==> src/rtl/hello_pkg.sv <==
// Purpose : shared constants and helpers for the hello_led smoke-test block.
// Contents: default divider width, edge-counter width, half_period() helper.
// Macro   : HELLO_EDGE_COUNT_EN (consumed by hello_led_top) enables blink_edges.
package hello_pkg;

  localparam int DEFAULT_DIV_BIT = 26;
  localparam int EDGE_CNT_W      = 16;

  // Number of clk cycles between consecutive led_blink toggles.
  function automatic longint unsigned half_period(input int unsigned div_bit);
    return 64'd1 << (div_bit - 1);
  endfunction

endpackage

==> src/rtl/hello_clk_div.sv <==
// Purpose : free-running WIDTH-bit binary divider with registered MSB output.
// Ports   : clk, rst_n (sync, active-low) in; blink (registered MSB) and
//           blink_tgl (blink changes on the coming edge) out.
module hello_clk_div #(
  parameter int WIDTH = 26
) (
  input  logic clk,
  input  logic rst_n,
  output logic blink,
  output logic blink_tgl
);

  if (WIDTH < 2 || WIDTH > 32) begin : g_width_check
    $error("hello_clk_div: WIDTH must be within 2..32");
  end

  logic [WIDTH-1:0] cnt_q, cnt_d;
  logic             blink_q, blink_d;

  always_comb begin
    cnt_d   = cnt_q + WIDTH'(1);
    // Tracking the MSB of the next count keeps blink cycle-aligned with cnt:
    // after N enabled edges blink equals bit WIDTH-1 of N.
    blink_d = cnt_d[WIDTH-1];
    if (!rst_n) begin
      cnt_d   = '0;
      blink_d = 1'b0;
    end
  end

  always_ff @(posedge clk) begin
    cnt_q   <= cnt_d;
    blink_q <= blink_d;
  end

  assign blink     = blink_q;
  // Lookahead so a downstream counter can update on the same edge as blink.
  assign blink_tgl = blink_d ^ blink_q;

endmodule

==> src/rtl/hello_led_top.sv <==
// Purpose : board bring-up LEDs: constant-on power LED and divided blink LED.
// Ports   : clk, rst_n (sync, active-low) in; led_on, led_blink out;
//           blink_edges[15:0] out only when HELLO_EDGE_COUNT_EN is defined.
module hello_led_top
  import hello_pkg::*;
#(
  parameter int DIV_BIT = DEFAULT_DIV_BIT
) (
  input  logic clk,
  input  logic rst_n,
  output logic led_on,
  output logic led_blink
`ifdef HELLO_EDGE_COUNT_EN
  ,
  output logic [EDGE_CNT_W-1:0] blink_edges
`endif
);

  logic blink_tgl;

  assign led_on = 1'b1;

  hello_clk_div #(
    .WIDTH (DIV_BIT)
  ) u_div (
    .clk       (clk),
    .rst_n     (rst_n),
    .blink     (led_blink),
    .blink_tgl (blink_tgl)
  );

`ifdef HELLO_EDGE_COUNT_EN
  logic [EDGE_CNT_W-1:0] edges_q, edges_d;

  always_comb begin
    edges_d = edges_q;
    // Saturating count of blink toggles; holds at all-ones.
    if (blink_tgl && (edges_q != '1)) begin
      edges_d = edges_q + EDGE_CNT_W'(1);
    end
    if (!rst_n) begin
      edges_d = '0;
    end
  end

  always_ff @(posedge clk) begin
    edges_q <= edges_d;
  end

  assign blink_edges = edges_q;
`else
  logic unused_blink_tgl;
  assign unused_blink_tgl = blink_tgl;
`endif

endmodule

==> config.mk <==
export PLATFORM = sky130hd
export DESIGN_NAME = hello_led_top
export DESIGN_NICKNAME = d
export VERILOG_FILES = /design/src/rtl/hello_pkg.sv /design/src/rtl/hello_clk_div.sv /design/src/rtl/hello_led_top.sv
export SDC_FILE = /design/constraint.sdc
export NUM_CORES = 1
export LEC_CHECK = 0
export BUFFER_PORTS_ARGS = -buffer_cell sky130_fd_sc_hd__buf_4
export CORE_UTILIZATION = 63
export CTS_CLUSTER_SIZE = 16
export DETAILED_ROUTE_END_ITERATION = 10
export GPL_TIMING_DRIVEN = 0
export PLACE_DENSITY = 0.91
export SKIP_LAST_GASP = 1
export SLEW_MARGIN = 40
export SYNTH_ARGS = -nofsm -noshare
export SYNTH_HDL_FRONTEND = slang
export SYNTH_SLANG_ARGS = --single-unit
==> constraint.sdc <==
create_clock -name clk -period 2.48 [get_ports clk]
set_input_delay 0.248 -clock clk [delete_from_list [all_inputs] [get_ports clk]]
set_output_delay 0.248 -clock clk [all_outputs]
set_load 0.01 [all_outputs]
==> metrics.md <==
| Metric | Value |
|---|---|
| Outcome | complete, no violations |
| Crit path kind | flop to flop |
| Number of remaining DRC errors | 0 |
| Finished Layout Cells | 163 |
| RR Endpoint | u_div.cnt_q[17]$_SDFF_PN0_ |
| Post-CTS Setup Bufs | 0 |
| Reg clk slew, reported paths | 0.14 ns |
| RSZ-0062 raised after global routing | no |
| CTS tree | yes |
| P&R area growth vs syn | 8.46% |
| GRT overflow | 0 |
| Skew final | 0.00854 ns |
| Final setup vio count | 0 |
| # port buffers | 2 |
| Post-Syn Nets | 135 |
| Final instance area | 0.00127 mm^2 |
| Largest net degree at the start of global routing | 16 |
| Pleak | 0.430 nW |
| DIE AREA | 0.00203 mm^2 |
| Ys Warns | 0 |
| Final Max Slew Viols | 0 |
| Mapped Cells | 132 |
| Maximum fanout along the worst path | 10 |
| Critical path data arrival time | 2.10 ns |
| H-tree depth | 1 |
| Hold_ws | 0.138 ns |
| Vias post-DR | 956 |
| Origin of the worst setup path | u_div.cnt_q[2]$_SDFF_PN0_ |
| R2R cell count | 6 |
| Routed Antenna Nets | 0 |
| CP startpoint kind | flop |
| Initial Util | 67.7% |
| Total GRT Usage | 24.1% |
| Placed inst area | 0.00121 mm^2 |
| Nets@finish | 142 |
| CTS buffer count | 3 |
| WHS Path Cells | 2 |
| Final worst slack | 0.637 ns |
| R2R setup slack | 0.64 ns |
| Min-Delay Endpoint | u_div.cnt_q[1]$_SDFF_PN0_ |
| Syn Area/Cell | 8.85 um^2 |
| Die Width | 45.1 um |
| Worst path max stage delay | 0.42 ns |
| #FFs+latches synth | 26 |
| Sequential share of the synthesized area | 44.5% |
| # IOs | 4 |
| Power per cell area | 577 mW/mm^2 |
| Wire per inst | 13.3 um |
| Clk sinks | 26 |
| Number of global-route vias before repair | 894 |
| Root Buffer | clkbuf_4 |
| VDD IR max | 480 uV |
| CP max-delay cell | dfxtp_1 |
| Post-cts gate resize count | 0 |
| Layout cells sized above 1 | 8.70% |
| Hold Vio Cnt, Final | 0 |
| Hold path start | rst_n |
| Placed Cells | 159 |
| Hold Buf Count CTS | 0 |
| Initial antenna violation count | 0 |
| Pre-CTS setup slack | 0.705 ns |
| Drt initial violations | 24 |
| Final Power | 0.732 mW |
| First-pass GRT wire length | 3.68 mm |
| Die Y | 45.1 um |
| Row cnt | 15 |
| Synth cell types | 24 |
| Max-Cap Viols | 0 |
| Placer congestion estimate | 0.796 |
| Initial DRT Pass Iterations | 4 |
| Final WL | 2.17 mm |
| Crit path time final | 1.84 ns |
| Dpl hpwl | 1.56 mm |
| Clk Latency, worst-skew pair | 0.32 ns |
| Core ar. | 0.00173 mm^2 |
| Max clock buf depth | 2 |
| CP Capture Type | flop |
| Crit path cell chain | and4_1 -> buf_4 -> nand4_1 -> buf_2 -> or3_1 -> a21oi_1 |
| Worst r2r src | u_div.cnt_q[2]$_SDFF_PN0_ |
| Post-DR vias/cell | 5.87 |
| Mapped cell area | 0.00117 mm^2 |
| Layout Utilization | 73.4% |
| ANT cells | 0 |
| Highest Clock Rate | 543 MHz |
| Worst Hold Class | primary input to flop |
| Data required time of the worst path | 2.74 ns |
| Period Utilization, post-route | 74.3% |
| Setup TNS | 0 ns |
## final cells by class
cell class                 instances  area (um^2)
tap                               25         31.3
timing repair buffer               2         15.0
clock buffer                       3         22.5
sequential                        26          520
fill                             135          459
multi-input combinational         95          591
buffer                             8         46.3
inverter                           3         11.3
clock inverter                     1         30.0
## worst max path at each step
| stage | endpoint | slack [ns] | depth (start not counted) |
|---|---|---|---|
| 2_1_floorplan | u_div.cnt_q[18]$_SDFF_PN0_ | 0.86 | 6 |
| 5_1_grt | u_div.cnt_q[17]$_SDFF_PN0_ | 0.56 | 6 |
| 3_3_place_gp | u_div.cnt_q[15]$_SDFF_PN0_ | 0.75 | 6 |
| 3_5_place_dp | u_div.cnt_q[17]$_SDFF_PN0_ | 0.70 | 6 |
| 6_report | u_div.cnt_q[17]$_SDFF_PN0_ | 0.64 | 6 |
| 4_1_cts | u_div.cnt_q[17]$_SDFF_PN0_ | 0.67 | 6 |
## cells in the final DEF, fill, tap and decap left out, drive strengths merged, types with 2 or more instances in the layout
| cell | instances |
|---|---|
| clkbuf | 7 |
| or3 | 4 |
| nand2 | 7 |
| o21ai | 4 |
| inv | 3 |
| buf | 6 |
| nor2 | 12 |
| dfxtp | 26 |
| o31ai | 9 |
| and3 | 3 |
| and4 | 3 |
| and2 | 3 |
| or4 | 9 |
| xor2 | 9 |
| nand4 | 6 |
| a21oi | 13 |
| xnor2 | 2 |
| nand3 | 9 |
## report_power, final
part | leakage (nW) | switching, mW | internal [mW]
Sequential | 0.210 | 0.00305 | 0.422
Clock | 0.0279 | 0.123 | 0.163
Combinational | 0.192 | 0.0134 | 0.00737
Total | 0.430 | 0.139 | 0.593
## flip-flops by register name, indices dropped and copies added (netlist names)
name	count
u_div.blink	1
u_div.cnt_q	25
## Yosys cell counts (all sizes together)
| library cell | number | share of area [%] |
|---|---|---|
| nand2 | 7 | 2.2 |
| buf | 4 | 2.7 |
| and4 | 3 | 2.2 |
| o31ai | 9 | 5.8 |
| and3 | 3 | 1.6 |
| dfxtp | 26 | 45 |
| o21ai | 4 | 1.7 |
| xnor2 | 2 | 1.5 |
| or4 | 9 | 5.8 |
| nand3 | 9 | 3.9 |
| inv | 3 | 0.96 |
| conb | 1 | 0.32 |
| xor2 | 9 | 6.7 |
| or3 | 4 | 2.1 |
| clkbuf | 4 | 1.3 |
| a21oi | 13 | 5.6 |
| and2 | 3 | 1.6 |
| nor2 | 12 | 3.9 |
| nand4 | 6 | 4.5 |
| ha | 1 | 1.1 |
## layer usage
metal | track usage (%) | up-vias | wire [um]
met1 | 31.5 | 441 | 1050
met2 | 40.9 | 18 | 1040
met4 | 7.88 | 0 | 21
met5 | 0 | - | 0
li1 | - | 492 | -
met3 | 3.20 | 5 | 54
## cell families after synthesis
family                     count (synthesis)  share of synthesized area, %
AOI/OAI and AO/OA                         26                          13.1
buffers and inverters                     11                          4.92
xor gates and xnor gates                  11                          8.24
other                                      1                         0.321
and+or+nand+nor                           56                          27.8
adders and majority gates                  1                          1.07
DFF                                       26                          44.5
## critical path: cells and delay by family, from the launching register on
family | cells | cell delay [ns]
AND/OR/NAND/NOR | 3 | 0.79
flip-flops | 1 | 0.42
AO/OA/AOI/OAI | 1 | 0.15
buffers and inverters | 2 | 0.42
Note: power is estimated with default switching activity, not from simulation.
